[src/rtl/cdb_scheduler_pkg.sv]
// Shared types and constants for the common-data-bus scheduler.
package cdb_scheduler_pkg;

    localparam int unsigned DATA_W  = 32;
    localparam int unsigned TAG_W   = 6;
    localparam int unsigned FU_ID_W = 3;

    // Result payload broadcast on the CDB
    typedef struct packed {
        logic [TAG_W-1:0]  tag;
        logic [DATA_W-1:0] data;
    } cdb_bus;

    // One reservation slot: owner of the broadcast in that cycle
    typedef struct packed {
        logic               valid;
        logic [FU_ID_W-1:0] fu_id;
    } rsv_entry_t;

    localparam logic [FU_ID_W-1:0] FU_INT  = 3'd0;
    localparam logic [FU_ID_W-1:0] FU_MEM  = 3'd1;
    localparam logic [FU_ID_W-1:0] FU_MULT = 3'd2;
    localparam logic [FU_ID_W-1:0] FU_DIV  = 3'd3;

endpackage

[src/rtl/cdb_scheduler_rr_arbiter.sv]
// Rotating-priority arbiter: first request at or after ptr wins, one-hot grant.
module rr_arbiter #(
    parameter  int unsigned N  = 4,
    localparam int unsigned PW = $clog2(N)
) (
    input  logic [N-1:0]  req,
    input  logic [PW-1:0] ptr,
    output logic [N-1:0]  gnt
);

    // Scan circularly from ptr, grant the first requester
    always_comb begin
        int unsigned idx;
        logic        found;
        gnt   = '0;
        idx   = 0;
        found = 1'b0;
        for (int unsigned k = 0; k < N; k++) begin
            idx = (32'(ptr) + k) % N;
            if (!found && req[PW'(idx)]) begin
                gnt[PW'(idx)] = 1'b1;
                found         = 1'b1;
            end
        end
    end

endmodule

[src/rtl/cdb_scheduler.sv]
// CDB reservation scheduler: grants issues only into free broadcast slots and drives the owner's result.
module cdb_scheduler
    import cdb_scheduler_pkg::*;
#(
    parameter  int unsigned NUM_FU          = 4,
    parameter  int unsigned MAX_LAT         = 8,
    parameter  int unsigned FU_LAT [NUM_FU] = '{1, 1, 4, 7},
    localparam int unsigned ID_W            = $clog2(NUM_FU),
    localparam int unsigned BUSY_W          = $clog2(MAX_LAT + 1)
) (
    input  logic              clk,
    input  logic              rst,
    input  logic [NUM_FU-1:0] issue_req,
    output logic [NUM_FU-1:0] issue_gnt,
    input  logic              flush,
    input  cdb_bus            fu_result [NUM_FU],
    output cdb_bus            CDB_output,
    output logic              cdb_valid,
    output logic [ID_W-1:0]   cdb_fu_id,
    output logic [BUSY_W-1:0] rsv_busy
);

    // FUs sharing this FU's latency compete for the same slot
    function automatic logic [NUM_FU-1:0] lat_mask(input int unsigned g);
        logic [NUM_FU-1:0] m;
        m = '0;
        for (int unsigned j = 0; j < NUM_FU; j++) m[j] = (FU_LAT[j] == FU_LAT[g]);
        return m;
    endfunction

    // True for the lowest FU id of each distinct latency
    function automatic bit first_of_lat(input int unsigned g);
        for (int unsigned j = 0; j < g; j++) if (FU_LAT[j] == FU_LAT[g]) return 1'b0;
        return 1'b1;
    endfunction

    rsv_entry_t        rsv      [MAX_LAT];
    rsv_entry_t        rsv_nxt  [MAX_LAT];
    logic [ID_W-1:0]   rr_ptr;
    logic [ID_W-1:0]   rr_ptr_nxt;
    logic [BUSY_W-1:0] busy_nxt;
    logic [NUM_FU-1:0] free_c;
    logic [NUM_FU-1:0] elig_c;
    logic [NUM_FU-1:0] lose_c;
    logic [NUM_FU-1:0] grp_gnt_c [NUM_FU];

    if (NUM_FU < 2 || NUM_FU > 8) begin : g_bad_num_fu
        $error("cdb_scheduler: NUM_FU must be in 2..8");
    end

    // Target slot after the shift is rsv[L]; a MAX_LAT slot is always fresh
    for (genvar i = 0; i < NUM_FU; i++) begin : g_fu
        if (FU_LAT[i] < 1 || FU_LAT[i] > MAX_LAT) begin : g_bad_lat
            $error("cdb_scheduler: FU_LAT entry out of range 1..MAX_LAT");
        end else if (FU_LAT[i] == MAX_LAT) begin : g_edge
            assign free_c[i] = 1'b1;
        end else begin : g_slot
            assign free_c[i] = !rsv[FU_LAT[i]].valid;
        end
    end

    assign elig_c = issue_req & free_c & {NUM_FU{!flush}};

    // One arbiter per distinct latency value
    for (genvar g = 0; g < NUM_FU; g++) begin : g_grp
        if (first_of_lat(g)) begin : g_arb
            localparam logic [NUM_FU-1:0] MASK = lat_mask(g);
            rr_arbiter #(.N(NUM_FU)) u_arb (
                .req (elig_c & MASK),
                .ptr (rr_ptr),
                .gnt (grp_gnt_c[g])
            );
        end else begin : g_none
            assign grp_gnt_c[g] = '0;
        end
    end

    // Merge the per-latency grants
    always_comb begin
        issue_gnt = '0;
        for (int unsigned g = 0; g < NUM_FU; g++) issue_gnt = issue_gnt | grp_gnt_c[g];
    end

    assign lose_c = elig_c & ~issue_gnt;

    // Move priority to the nearest FU that lost an arbitration
    always_comb begin
        int unsigned idx;
        logic        found;
        rr_ptr_nxt = rr_ptr;
        idx        = 0;
        found      = 1'b0;
        for (int unsigned k = 1; k < NUM_FU; k++) begin
            idx = (32'(rr_ptr) + k) % NUM_FU;
            if (!found && lose_c[ID_W'(idx)]) begin
                rr_ptr_nxt = ID_W'(idx);
                found      = 1'b1;
            end
        end
    end

    // Shift the table, book new grants, clear everything on flush
    always_comb begin
        for (int unsigned k = 0; k < MAX_LAT; k++) begin
            if (k + 1 < MAX_LAT) rsv_nxt[k] = rsv[k + 1];
            else                 rsv_nxt[k] = '0;
            for (int unsigned i = 0; i < NUM_FU; i++) begin
                if (issue_gnt[i] && (FU_LAT[i] - 1 == k)) begin
                    rsv_nxt[k].valid = 1'b1;
                    rsv_nxt[k].fu_id = FU_ID_W'(i);
                end
            end
            if (flush) rsv_nxt[k] = '0;
        end
    end

    // Occupancy of the table as it will be after this edge
    always_comb begin
        busy_nxt = '0;
        for (int unsigned k = 0; k < MAX_LAT; k++) busy_nxt = busy_nxt + BUSY_W'(rsv_nxt[k].valid);
    end

    // Reservation table, priority pointer and occupancy registers
    always_ff @(posedge clk or negedge rst) begin
        if (!rst) begin
            for (int unsigned k = 0; k < MAX_LAT; k++) rsv[k] <= '0;
            rr_ptr   <= '0;
            rsv_busy <= '0;
        end else begin
            for (int unsigned k = 0; k < MAX_LAT; k++) rsv[k] <= rsv_nxt[k];
            rr_ptr   <= rr_ptr_nxt;
            rsv_busy <= busy_nxt;
        end
    end

    // Slot due this cycle drives the bus; idle bus is all-zero
    always_comb begin
        CDB_output = '0;
        cdb_valid  = 1'b0;
        cdb_fu_id  = '0;
        if (rsv[0].valid) begin
            cdb_valid  = 1'b1;
            cdb_fu_id  = ID_W'(rsv[0].fu_id);
            CDB_output = fu_result[ID_W'(rsv[0].fu_id)];
        end
    end

endmodule

[config.mk]
export PLATFORM = sky130hd
export DESIGN_NAME = cdb_scheduler
export DESIGN_NICKNAME = d
export VERILOG_FILES = /design/src/rtl/cdb_scheduler_pkg.sv /design/src/rtl/cdb_scheduler_rr_arbiter.sv /design/src/rtl/cdb_scheduler.sv
export SDC_FILE = /design/constraint.sdc
export NUM_CORES = 1
export LEC_CHECK = 0
export ABC_AREA = 1
export CAP_MARGIN = 15
export CELL_PAD_IN_SITES_DETAIL_PLACEMENT = 0
export CELL_PAD_IN_SITES_GLOBAL_PLACEMENT = 2
export CORE_MARGIN = 10
export CORE_UTILIZATION = 16
export DETAILED_ROUTE_END_ITERATION = 12
export GPL_TIMING_DRIVEN = 0
export PLACE_DENSITY = 0.95
export SYNTH_ARGS = -nofsm -noshare
export SYNTH_HDL_FRONTEND = slang
export SYNTH_SLANG_ARGS = --single-unit
[constraint.sdc]
create_clock -name clk -period 8.05 [get_ports clk]
set_input_delay 2.0125 -clock clk [delete_from_list [all_inputs] [get_ports clk]]
set_output_delay 2.0125 -clock clk [all_outputs]
set_load 0.01 [all_outputs]
== Yosys cells after proc, flatten, opt, wreduce, memory -nomap -nowiden ==
Index checks and enable logic that the tools add are counted.

* Flip-flop bits (word level): 33
* Bits of input ports: 159
* Logic and storage cells: 161

* Add/sub/neg operators: 9
* $lt $le $gt $ge: 9
* Multiplexer cells: 81
* Bitwise operators: 16
* Reduce and logical (&&, ||, !) cells: 30

{| class="wikitable"
|+ Operators with widths
! operator !! count
|-
| $mux W38 || 3
|-
| $mux W4 || 23
|-
| $bmux W38 S2 || 1
|-
| $or A4 B4 Y4 || 11
|-
| $mux W1 || 31
|-
| $bmux W1 S2 || 15
|-
| $logic_and A1 B1 Y1 || 15
|-
| $logic_not A1 Y1 || 14
|-
| $add A4 B1 Y4 || 3
|-
| $and A4 B4 Y4 || 3
|-
| $lt A2 B3 Y1 const B || 4
|-
| $demux W1 S2 || 4
|-
| $ge A2 B1 Y1 const B || 4
|-
| $mux W2 || 4
|-
| $add A2 B2 Y2 const B || 2
|-
| $add A3 B1 Y4 || 1
|-
| $not A4 Y4 || 1
|-
| $add A2 B1 Y3 || 1
|-
| $ge A3 B3 Y1 const B || 1
|-
| $not A2 Y3 || 1
|-
| $reduce_bool A3 Y1 || 1
|-
| $add A1 B1 Y2 || 1
|-
| $add A2 B1 Y2 const B || 1
|}

== Logic depth before layout (Yosys ltp) ==
Gate-level depths: netlist of run 1.

* Depth after elaboration: 28
* Mapped depth: 20
* Mapped depth without buffers: 18

== By module ==
From an unflattened synthesis of run 1, not the netlist that was laid out.

* Cells, all modules: 643
* Area, all modules: 3,435.8 um^2

{| class="wikitable"
|+ Modules (own cells, without submodules)
! module !! instances !! cells an instance !! area an instance (um^2)
|-
| cdb_scheduler || 1 || 424 || 2,238.4
|-
| rr_arbiter || 3 || 73 || 399.1
|}

== Worst setup path before layout of run 1 ==
No wires, ideal clock.

* Kind: input-to-output
* Start point: input port flush
* End point: output port issue_gnt[3]
* Arrival: 3.150 ns
* Required time: 6.037 ns
* Setup slack: 2.888 ns
* Cell stages on the path: 11
* Buffers on the path: 1
* Cell sequence: buf_6 -> nor2_8 -> nand2_1 -> nand2_1 -> nand2_1 -> nand3_1 -> nand2_1 -> a21oi_2 -> nand2_1 -> nor2_1 -> inv_1

* Word-level cells in the longest chain between the ends: 16
* Elaborated cells between the ends (all ways): 76
* Classes of those cells: 45 x mux; 12 x bitwise; 19 x reduce/logical

{| class="wikitable"
|+ Ends and longest elaborated chain
! element !! line !! RTL
|-
| start: declaration || cdb_scheduler.sv:15 || <nowiki>input logic flush,</nowiki>
|-
| $logic_not A1 Y1 * || cdb_scheduler.sv:62 || <nowiki>assign elig_c = issue_req & free_c & {NUM_FU{!flush}};</nowiki>
|-
| $and A4 B4 Y4 * || cdb_scheduler.sv:62 ||
|-
| $bmux W1 S2 || cdb_scheduler_rr_arbiter.sv:20 || <nowiki>if (!found && req[PW'(idx)]) begin</nowiki>
|-
| $mux W1 (not written as such) || cdb_scheduler_rr_arbiter.sv:20 ||
|-
| $mux W1 || cdb_scheduler_rr_arbiter.sv:20 ||
|-
| $logic_not A1 Y1 || cdb_scheduler_rr_arbiter.sv:20 ||
|-
| $logic_and A1 B1 Y1 || cdb_scheduler_rr_arbiter.sv:20 ||
|-
| $mux W1 || cdb_scheduler_rr_arbiter.sv:20 ||
|-
| $logic_not A1 Y1 || cdb_scheduler_rr_arbiter.sv:20 ||
|-
| $logic_and A1 B1 Y1 || cdb_scheduler_rr_arbiter.sv:20 ||
|-
| $mux W1 || cdb_scheduler_rr_arbiter.sv:20 ||
|-
| $logic_not A1 Y1 || cdb_scheduler_rr_arbiter.sv:20 ||
|-
| $logic_and A1 B1 Y1 || cdb_scheduler_rr_arbiter.sv:20 ||
|-
| $mux W4 || cdb_scheduler_rr_arbiter.sv:20 ||
|-
| $or A4 B4 Y4 || cdb_scheduler.sv:81 || <nowiki>for (int unsigned g = 0; g < NUM_FU; g++) issue_gnt = issue_gnt | grp_gnt_c[g];</nowiki>
|-
| $or A4 B4 Y4 * || cdb_scheduler.sv:81 ||
|-
| end: declaration || cdb_scheduler.sv:14 || <nowiki>output logic [NUM_FU-1:0] issue_gnt,</nowiki>
|}

Every way passes the cells marked *; elsewhere a longest branch is shown, timed or not. The select of a mux whose other input is x is not followed.

== Final worst setup path of run 1 ==
* Start point: input port issue_req[1]
* End point: output port issue_gnt[3]

* Word-level cells in the longest chain between the ends: 16
* Elaborated cells between the ends (all ways): 28
* Classes of those cells: 15 x mux; 7 x bitwise; 6 x reduce/logical

{| class="wikitable"
|+ Ends and longest elaborated chain
! element !! line !! RTL
|-
| start: declaration || cdb_scheduler.sv:13 || <nowiki>input logic [NUM_FU-1:0] issue_req,</nowiki>
|-
| $and A4 B4 Y4 * (2 in series) || cdb_scheduler.sv:62 ||
|-
| $bmux W1 S2 || cdb_scheduler_rr_arbiter.sv:20 ||
|-
| $mux W1 (not written as such) || cdb_scheduler_rr_arbiter.sv:20 ||
|-
| $mux W1 || cdb_scheduler_rr_arbiter.sv:20 ||
|-
| $logic_not A1 Y1 || cdb_scheduler_rr_arbiter.sv:20 ||
|-
| $logic_and A1 B1 Y1 || cdb_scheduler_rr_arbiter.sv:20 ||
|-
| $mux W1 || cdb_scheduler_rr_arbiter.sv:20 ||
|-
| $logic_not A1 Y1 || cdb_scheduler_rr_arbiter.sv:20 ||
|-
| $logic_and A1 B1 Y1 || cdb_scheduler_rr_arbiter.sv:20 ||
|-
| $mux W1 || cdb_scheduler_rr_arbiter.sv:20 ||
|-
| $logic_not A1 Y1 || cdb_scheduler_rr_arbiter.sv:20 ||
|-
| $logic_and A1 B1 Y1 || cdb_scheduler_rr_arbiter.sv:20 ||
|-
| $mux W4 * || cdb_scheduler_rr_arbiter.sv:20 ||
|-
| $or A4 B4 Y4 * (2 in series) || cdb_scheduler.sv:81 ||
|}

Marked as above.

==> summary.txt, run 1 <==
Global routing
  • Total gr overflow: 0
  • Antenna violations before repair: 0
  • First-pass GRT wire length: about 25,000 um
  • Largest net degree at the start of global routing: 18
  • Total track usage: a little over an eighth
  • Vias in the first global route: approximately 4,000

CTS
  • Root Buffer: clkbuf_16
  • Clk pin slew, worst setup/hold paths: 0.05 ns
  • Worst-Skew Late Latency: 0.25 ns
  • CTS tree: built
  • Cts bufs inserted: 3
  • Post-CTS resize count: 0
  • Max clock buf depth: 2
  • Clock Sinks: 17
  • CTS Hold Bufs: 0
  • Post-CTS setup buffer count: 0
  • Max H-tree Level: 1

STA
  • Hold WS: 0.454 ns
  • Fmax achieved: approximately 0.16 GHz
  • Setup TNS: 0 ns
  • Final hold vios: 0
  • Clock skew: 0.000709 ns
  • Measured slew at the worst slew-check pin: about 0.78 ns
  • Setup ws final: 1.95 ns
  • Fin. max-slew vios: 0
  • Rel. slew slack: between 40% and 50%
  • Setup Viol. Count Final: 0
  • Final Critical Period: about 6.1 ns
  • Final Cycle Share: around three quarters
  • RSZ-0062 raised after global routing: no

Worst setup path
  • Critical path class: input pin to output port
  • Worst Setup EP: issue_gnt[3]
  • Required @ worst endpoint: between 6 and 7 ns
  • Critical path startpoint category: input pin
  • Crit-path max FO: 3
  • Worst flop-to-flop path endpoint: rsv_busy[1]
  • R2r worst-path depth: 18
  • Worst r2r src: rr_ptr[0]
  • Arrival @ worst endpoint: approximately 4.1 ns
  • Critical path capture point type: output port
  • Flop-to-flop setup slack: between 3 and 4 ns
  • CP Launch Point: issue_req[1]

Layout
  • Nets@finish: 899
  • FF+latch area: 425 um^2
  • Antenna diode count: 0
  • Cell Count, Final, Fillers Out: 955
  • Area Growth Syn to Fin: 86.7%
  • Final Util: 30.3%
  • Share of layout cells above drive strength 1: 4.93%
  • Fill count: 1,956
  • Multi-input logic area: 2040 um^2

Yosys
  • Synth area leaders: nor2_1, dfrtp_1, o21ai_0
  • Net Count, Synth: between 600 and 700
  • Post-Syn Instances: 521
  • Ys flop type: dfrtp_1
  • Top post-synthesis cells by count: nor2_1, o21ai_0, nand2_1, a21oi_1, inv_1
  • Syn. warnings: 0
  • Sequential-to-total area share from yosys stat: between 10% and 20%
  • Avg Cell Area, Syn: ~5.3 um^2
  • FF+latch count, synth: 17
  • Area leader, netlist: nor2_1
  • Post-Syn Area: 2790 um^2
  • Distinct cell type count after synthesis: 29
  • Top cell type's share of synthesized area: 23.2%
  • EDFF count, synth: 0
  • Count leader, synth: nor2_1
  • Async SR Flop Fraction: 100%

Route
  • DR vias/cell: approximately 4.3
  • ANT nets after route: 0
  • Drt wl/cell: 17.0 um
  • DR vias: 4,082
  • DRT Pass-1 Iters: 6
  • DRC Markers: 0
  • Final wirelength: 16,300 um
  • Initial drt markers: a little under 200

Die
  • Die ar.: 23,100 um^2
  • Die Y-Extent: 152 um
  • # rows: between 40 and 50
  • Die width: between 150 and 200 um
  • I/O pin count: 208
  • Initial Utilization: 16.2%
  • Core area: 17,200 um^2

Pwr
  • VDD IR max: 0.160 mV
  • Cell Pwr Density: roughly 260 nW/um^2
  • Leakage power: 2.23 nW

Worst hold path
  • HP Class: flip-flop to flip-flop

Place
  • Post-detail-place hpwl: 13,500 um
  • Port bufs: 205
  • Routability cong.: 0.879
  • Placed insts: 951
  • Setup WS pre-CTS: 1.95 ns

Job
  • Max-cap violations: 0

Run status
  • Run status: completed
[per-stage QoR]
step                area [um^2]  power (mW)
global placement           5120        1.28
detailed placement         5120        1.28
floorplan                  2790       0.767
global route               5200        1.51
CTS                        5200        1.39
finish                     5200        1.36
[sequential cells by signal (all words and copies together) (netlist names)]
register and count:
rr_ptr 2, rsv 12, rsv_busy 3
[critical path, stage by stage]
cell and delay [ns]:
clkdlybuf4s50_1 0.52, nand2_1 0.11, nand2_1 0.07, nand2_1 0.05
nand3_1 0.10, nand2_1 0.12, a21oi_2 0.19, nand2_1 0.07
nor2_1 0.26, inv_1 0.08, clkdlybuf4s50_1 0.49
[logic make-up (layout without fill, tap and decap cells)]
group | after synthesis | after routing | synth area share [%]
AOI/OAI and AO/OA | 125 | 125 | 23.1
adders and majority gates | 9 | 9 | 5.12
DFF | 17 | 17 | 15.3
and+or+nand+nor | 291 | 291 | 45.0
buffers and inverters | 78 | 287 | 11.3
other | 1 | 1 | 0.135
[per-layer routing]
metal	wire length, um	vias to the layer above	GRT usage (%)
met3	842	14	2.74
met4	83	0	0.734
li1	-	2093	-
met1	6970	1834	15.7
met2	8380	141	24.4
met5	0	-	0
[worst min path at each step]
stage / endpoint / slack (ns) / from / depth (start not counted)
after global routing: rsv[20] / 0.49 / rsv[16] / 2
after floorplan: rsv[20] / 0.43 / rsv[16] / 2
after CTS: rsv[24] / 0.46 / rsv[20] / 2
final: rsv[24] / 0.45 / rsv[20] / 2
after global placement: rsv[20] / 0.44 / rsv[16] / 2
after detailed placement: rsv[24] / 0.45 / rsv[20] / 2
[area by class of cell]
type,instances,share of cell area [%]
multi-input cells,426,39.3
clock inverters,1,0.0963
inverters,41,3.01
flip-flops and latches,17,8.18
clock buffers,3,1.44
well taps,225,5.42
plain buffers,37,3.06
repair buffers,205,39.5
[report_power, final]
group	switching, mW	internal, mW	leakage (nW)	total [mW]
Sequential	0.0149	0.114	0.224	0.129
Combinational	0.669	0.462	1.97	1.13
Clock	0.0329	0.0665	0.0409	0.0994
Total	0.717	0.643	2.23	1.36
[placed cells by master, fill, tap and decap left out, drive strengths merged]
| master | synthesis | final |
|---|---|---|
| buf | 13 | 13 |
| nand3 | 30 | 30 |
| a31oi | 1 | 1 |
| nand2 | 69 | 69 |
| a21oi | 46 | 46 |
| dfrtp | 17 | 17 |
| nand4 | 11 | 11 |
| nor3 | 2 | 2 |
| clkinv | 0 | 1 |
| nor2 | 179 | 179 |
| ha | 5 | 5 |
| fa | 4 | 4 |
| inv | 41 | 41 |
| conb | 1 | 1 |
| clkbuf | 24 | 27 |
| o21ai | 77 | 77 |
| o21bai | 1 | 1 |
| clkdlybuf4s50 | 0 | 205 |
(Power assumes the default switching activity.)
==> inputs of run 2 (changes only) <==
--- a/config.mk
+++ b/config.mk
@@ -10,10 +10,10 @@
 export CELL_PAD_IN_SITES_DETAIL_PLACEMENT = 0
 export CELL_PAD_IN_SITES_GLOBAL_PLACEMENT = 2
 export CORE_MARGIN = 10
-export CORE_UTILIZATION = 16
+export CORE_UTILIZATION = 13
 export DETAILED_ROUTE_END_ITERATION = 12
 export GPL_TIMING_DRIVEN = 0
-export PLACE_DENSITY = 0.95
+export PLACE_DENSITY = 0.86
 export SYNTH_ARGS = -nofsm -noshare
 export SYNTH_HDL_FRONTEND = slang
 export SYNTH_SLANG_ARGS = --single-unit
==> constraint.sdc (replaced) <==
create_clock -name clk -period 5.55 [get_ports clk]
set_input_delay 1.3875 -clock clk [delete_from_list [all_inputs] [get_ports clk]]
set_output_delay 1.3875 -clock clk [all_outputs]
set_load 0.01 [all_outputs]
==> run 2 against run 1 <==
Effect of this change: routed wire length up 2.6%; non-clock buffer count unchanged; die area up 20%; power up 46%; via count up 0.32%; sequential power up 46%; critical path type unchanged; register-to-register slack worse by 2.5 ns; design area up 1.2%; largest power group unchanged; global-route usage down 1.8 points; sequential cell count unchanged.
==> summary.txt, run 2 (synthesis gave the netlist of run 1 again) <==
Run status
  • Run status: completed

Route
  • Final wirelength: 16,700 um
  • Drt wl/cell: 16.6 um
  • DR vias/cell: ~4.1
  • DRC Markers: 0
  • ANT nets after route: 0
  • DR vias: roughly 4,100
  • DRT Pass-1 Iters: 7
  • Initial drt markers: 267

Die
  • Die width: 166 um
  • I/O pin count: 208
  • Core area: between 20,000 and 25,000 um^2
  • Die ar.: between 20,000 and 30,000 um^2
  • Initial Utilization: 13.2%
  • Die Y-Extent: 166 um
  • # rows: 53

Layout
  • Cell Count, Final, Fillers Out: between 1,000 and 1,500
  • Share of layout cells above drive strength 1: around 4.8%
  • Antenna diode count: 0
  • Biggest regs: rsv x12, rsv_busy x3, rr_ptr x2
  • Final Util: 25.0%
  • Biggest register: rsv
  • Max FFs per register: 12
  • Area Growth Syn to Fin: 88.9%
  • Most frequent cells in the layout: clkdlybuf4s50_1, nor2_1, o21ai_0
  • Nets@finish: ~900
  • Most common cell after layout, fill and taps aside: clkdlybuf4s50_1

CTS
  • Post-CTS setup buffer count: 0
  • CTS Hold Bufs: 0
  • CTS tree: built
  • Clock Sinks: 17
  • Clk pin slew, worst setup/hold paths: 0.05 ns
  • Cts bufs inserted: 3
  • Max H-tree Level: 1
  • Root Buffer: clkbuf_16
  • Worst-Skew Late Latency: 0.24 ns
  • Post-CTS resize count: 0
  • Max clock buf depth: 2

Worst setup path
  • Required @ worst endpoint: 4.16 ns
  • R2r worst-path depth: 18
  • Critical path capture point type: output port
  • Worst r2r src: rr_ptr[0]
  • Critical path startpoint category: input pin
  • Arrival @ worst endpoint: between 3 and 4 ns
  • Worst flop-to-flop path endpoint: rsv_busy[1]
  • Crit-path max FO: 3
  • Critical path class: input pin to output port
  • Flop-to-flop setup slack: approximately 1.3 ns

Global routing
  • Largest net degree at the start of global routing: 18
  • Total track usage: 11.3%
  • Total gr overflow: 0
  • First-pass GRT wire length: 25,200 um
  • Vias in the first global route: 4,026
  • Antenna violations before repair: 0

Pwr
  • Cell Pwr Density: 378 nW/um^2
  • Overall power: slightly below 2 mW
  • VDD IR max: about 0.27 mV
  • Leakage power: 2.23 nW

STA
  • Fmax achieved: 0.205 GHz
  • Final hold vios: 0
  • Rel. slew slack: 47.6%
  • Final Cycle Share: 87.7%
  • Final Critical Period: 4.87 ns
  • Measured slew at the worst slew-check pin: around 0.78 ns
  • Setup Viol. Count Final: 0
  • Clock skew: 0.00137 ns
  • Setup TNS: 0 ns
  • Fin. max-slew vios: 0
  • RSZ-0062 raised after global routing: no

Job
  • Max-cap violations: 0

Place
  • Port bufs: between 200 and 250
  • Post-detail-place hpwl: 13,900 um
  • Placed insts: 1,001
  • Routability cong.: 0.817

Worst hold path
  • Hold path start: rsv[16]
  • Worst Hold Path Cells: 2
  • HP Class: flip-flop to flip-flop
  • Hold worst-path end: rsv[20]
run 2: changes by cell type in the layout (fill, tap and decap cells not counted), sizes merged:
cell / delta
clkbuf: +1
clkinv: -1
run 2: area by class of cell:
| type | count | area (um^2) |
|---|---|---|
| well taps | 275 | 344 |
| multi-input cells | 426 | 2040 |
| plain buffers | 37 | 159 |
| repair buffers | 205 | 2050 |
| clock buffers | 4 | 78.8 |
| fillers | 2365 | 15800 |
| inverters | 41 | 156 |
| flip-flops and latches | 17 | 425 |
run 2: worst max path at each step:
stage                             from      endpoint  slack, ns  cells after the start
after floorplan                  flush   rsv_busy[1]       1.12                     17
after global placement    issue_req[3]   rsv_busy[1]       0.62                     17
after detailed placement  issue_req[3]   rsv_busy[1]       0.63                     17
after CTS                 issue_req[1]  issue_gnt[3]       0.68                     11
after global routing      issue_req[1]  issue_gnt[3]       0.51                     11
final                     issue_req[1]  issue_gnt[3]       0.68                     11
run 2: power by group:
| part | switching (mW) | internal [mW] |
|---|---|---|
| sequential | 0.0232 | 0.165 |
| clock | 0.0463 | 0.0975 |
| combinational | 0.985 | 0.671 |
run 2: metal layers:
metal  up-vias  global-route usage (%)  routed length (um)
met4         0                    1.30                 163
met3        10                    2.13                1010
met5         -                       0                   0
met1      1859                    13.6                6970
met2       135                    20.7                8550
li1       2091                       -                   -
run 2: per-stage QoR:
| step | hold WS (ns) | instance area, um^2 | setup WS (ns) |
|---|---|---|---|
| detailed placement | 0.450 | 5180 | 0.635 |
| global placement | 0.439 | 5180 | 0.617 |
| CTS | 0.463 | 5260 | 0.680 |
| floorplan | 0.434 | 2790 | 1.12 |
| global route | 0.482 | 5260 | 0.512 |
| finish | 0.454 | 5260 | 0.681 |
run 2: critical path, cell delays in order:
cell and delay (ns):
clkdlybuf4s50_1 0.52, nand2_1 0.12, nand2_1 0.07, nand2_1 0.06
nand3_1 0.08, nand2_1 0.14, a21oi_2 0.23, nand2_1 0.07
nor2_1 0.25, inv_1 0.07, clkdlybuf4s50_1 0.48
==> inputs of run 3 (changes only) <==
--- a/config.mk
+++ b/config.mk
@@ -5,15 +5,14 @@
 export SDC_FILE = /design/constraint.sdc
 export NUM_CORES = 1
 export LEC_CHECK = 0
-export ABC_AREA = 1
 export CAP_MARGIN = 15
 export CELL_PAD_IN_SITES_DETAIL_PLACEMENT = 0
 export CELL_PAD_IN_SITES_GLOBAL_PLACEMENT = 2
 export CORE_MARGIN = 10
-export CORE_UTILIZATION = 13
+export CORE_UTILIZATION = 16
 export DETAILED_ROUTE_END_ITERATION = 12
 export GPL_TIMING_DRIVEN = 0
-export PLACE_DENSITY = 0.86
+export PLACE_DENSITY = 0.89
 export SYNTH_ARGS = -nofsm -noshare
 export SYNTH_HDL_FRONTEND = slang
 export SYNTH_SLANG_ARGS = --single-unit
==> run 3 against run 2 <==
Effect of this change: cell count down 33%; synthesized cell count decreased by 52%; combinational power decreased by 12%; routed wire length fell by 20%; critical endpoint is now issue_gnt[1]; sequential power up 10%; largest cell class unchanged; sequential share of layout area increased by 0.42 points; global-route usage rose by 0.19 points; core utilization increased by 6.5 points; maximum frequency down 9.8%; hold slack improved by 0.0039 ns; clock power about the same; sequential cell count did not move.
==> summary.txt, run 3 <==
Run status
  • Run status: completed

Global routing
  • Antenna violations before repair: 0
  • Total gr overflow: 0
  • Vias in the first global route: 3,185
  • Largest net degree at the start of global routing: 18
  • Total track usage: between 10 and 15%
  • First-pass GRT wire length: 20,000 um

Worst setup path
  • Crit-path max FO: 10
  • Required @ worst endpoint: 4.16 ns
  • Delay-heaviest family, CP: buffers and inverters
  • Arrival @ worst endpoint: 4.01 ns
  • Critical path class: input pin to output port
  • Critical Path, Cell by Cell: clkdlybuf4s50_1, or3_1, o211a_1, o21ai_1, nand3_1, a221oi_2, inv_1, clkdlybuf4s50_1
  • Critical path startpoint category: input pin
  • CP max-delay cell: clkdlybuf4s50_1
  • Most common cell type on the critical path: clkdlybuf4s50_1
  • CP peak stage delay: 0.59 ns
  • Critical path capture point type: output port
  • Crit path buf inv count: 3

Yosys
  • EDFF count, synth: 0
  • Async SR Flop Fraction: between 90% and 100%
  • Distinct cell type count after synthesis: 60
  • Post-Syn Instances: between 200 and 300
  • Ys flop type: dfrtp_1
  • Count leader, synth: and2_1
  • Top cell type's share of synthesized area: 33.1%
  • Sequential-to-total area share from yosys stat: 16.5%
  • Avg Cell Area, Syn: 10.3 um^2
  • Syn. warnings: 0
  • Synth area leaders: mux4_2, dfrtp_1, and2_1
  • FF+latch count, synth: 17
  • Top post-synthesis cells by count: and2_1, mux4_2, dfrtp_1, inv_1, nand2_1
  • Net Count, Synth: 418
  • Post-Syn Area: about 2600 um^2
  • Area leader, netlist: mux4_2

Layout
  • Max FFs per register: 12
  • Nets@finish: 629
  • Most frequent cells in the layout: clkdlybuf4s50_1, and2_1, mux4_2
  • Antenna diode count: 0
  • Area Growth Syn to Fin: 93.5%
  • Biggest register: rsv
  • Biggest regs: rsv x12, rsv_busy x3, rr_ptr x2
  • Most common cell after layout, fill and taps aside: clkdlybuf4s50_1
  • Share of layout cells above drive strength 1: 13.7%

Route
  • DRC Markers: 0
  • Final wirelength: between 10,000 and 15,000 um
  • DR vias/cell: 4.48
  • DR vias: 3,030
  • DRT Pass-1 Iters: 5
  • Drt wl/cell: 19.8 um
  • ANT nets after route: 0
  • Initial drt markers: between 200 and 250

Job
  • Max-cap violations: 0

STA
  • Final hold vios: 0
  • Rel. slew slack: 47.1%
  • Setup ws final: between 0.15 and 0.2 ns
  • Final Cycle Share: a little over nine tenths
  • Setup TNS: 0 ns
  • Hold WS: 0.458 ns
  • RSZ-0062 raised after global routing: no
  • Fin. max-slew vios: 0
  • Final Critical Period: about 5.4 ns
  • Fmax achieved: 0.185 GHz
  • Setup Viol. Count Final: 0
  • Clock skew: 0.00268 ns
  • Measured slew at the worst slew-check pin: 0.793 ns

Place
  • Port bufs: 206
  • Setup WS pre-CTS: -0.0688 ns
  • Routability cong.: 0.939
  • Post-detail-place hpwl: 11,300 um

CTS
  • CTS tree: built
  • Clock Sinks: 17
  • Cts bufs inserted: 3
  • Clk pin slew, worst setup/hold paths: around 0.050 ns
  • Max clock buf depth: 2
  • Root Buffer: clkbuf_16
  • Worst-Skew Late Latency: between 0.2 and 0.3 ns
  • Max H-tree Level: 1
  • Post-CTS setup buffer count: 0

Die
  • # rows: 46
  • Die ar.: around 22,000 um^2
  • I/O pin count: around 210
  • Die Y-Extent: around 150 um
  • Core area: ~16,000 um^2
  • Die width: 147 um
  • Initial Utilization: approximately 16%

Pwr
  • Overall power: 1.81 mW
  • Leakage power: approximately 1.8 nW
  • VDD IR max: approximately 0.22 mV
  • Cell Pwr Density: between 300 and 400 nW/um^2

Worst hold path
  • HP Class: flip-flop to flip-flop
==> run 3: where the power goes <==
part / switching, mW / total (mW) / internal (mW)
clock network: 0.0460 / 0.143 / 0.0975
registers: 0.0434 / 0.207 / 0.163
logic: 0.692 / 1.46 / 0.765
==> run 3: cell families (layout without fill, tap and decap cells) <==
| family | after synthesis | after routing | share of synthesized area (%) |
|---|---|---|---|
| AND/OR/NAND/NOR | 102 | 102 | 24.2 |
| AO/OA/AOI/OAI | 45 | 45 | 13.5 |
| multiplexers | 41 | 41 | 34.4 |
| buffers and inverters | 34 | 244 | 5.57 |
| flip-flops | 17 | 17 | 16.5 |
| adder cells (fa/ha/maj) | 9 | 9 | 5.52 |
| other | 1 | 1 | 0.145 |
| XOR/XNOR | 1 | 1 | 0.339 |
==> run 3: worst reg2reg max path, stage by stage, from the launching register on <==
cell and delay [ns]:
dfrtp_1 0.57, buf_2 0.31, inv_1 0.17, ha_1 0.38
nand2b_1 0.20, a211oi_1 0.15, o21a_1 0.25, nor4b_2 0.40
nand2_1 0.16, a21oi_1 0.22, fa_1 0.47, fa_1 0.49
inv_1 0.05, fa_1 0.38, fa_1 0.44
==> run 3: layout make-up <==
type	count	area (um^2)
inverters	14	52.6
flip-flops and latches	17	425
multi-input cells	199	2020
repair buffers	206	2060
plain buffers	20	91.3
well taps	216	270
clock buffers	4	78.8
fillers	1640	10900
==> run 3: routing by layer <==
metal  global-route usage [%]  part of all wire, %  wire length (um)
met5                        0                    0                 0
met2                     20.7                   52              6920
met1                     13.8                   40              5410
met4                     1.49                 0.87               116
met3                     2.73                  7.1               946
==> run 3: final timing paths <==
kind                                start  slack [ns]            to  depth (start not counted)
worst max-delay path                flush        0.15  issue_gnt[1]                          8
worst min-delay path              rsv[16]        0.46       rsv[20]                          1
worst max register to register  rr_ptr[0]        0.78   rsv_busy[1]                         14
worst min register to register    rsv[16]        0.46       rsv[20]                          1
max in group asynchronous             rst        3.50       rsv[24]                          1
min in group asynchronous             rst        1.58        rsv[4]                          1
==> run 3: metrics by stage <==
step | instance area (um^2) | std cells | util (%)
after floorplan | 2580 | 250 | -
after global placement | 4920 | 672 | 31.0
after detailed placement | 4920 | 672 | 31.0
after CTS | 5000 | 676 | 31.5
after global routing | 5000 | 676 | 31.5
final | 5000 | 676 | 31.5
==> run 3: timing repair <==
action	in CTS	in global routing
hold buffers	0	0
gates resized for setup	1	0
setup endpoints to repair	1	0
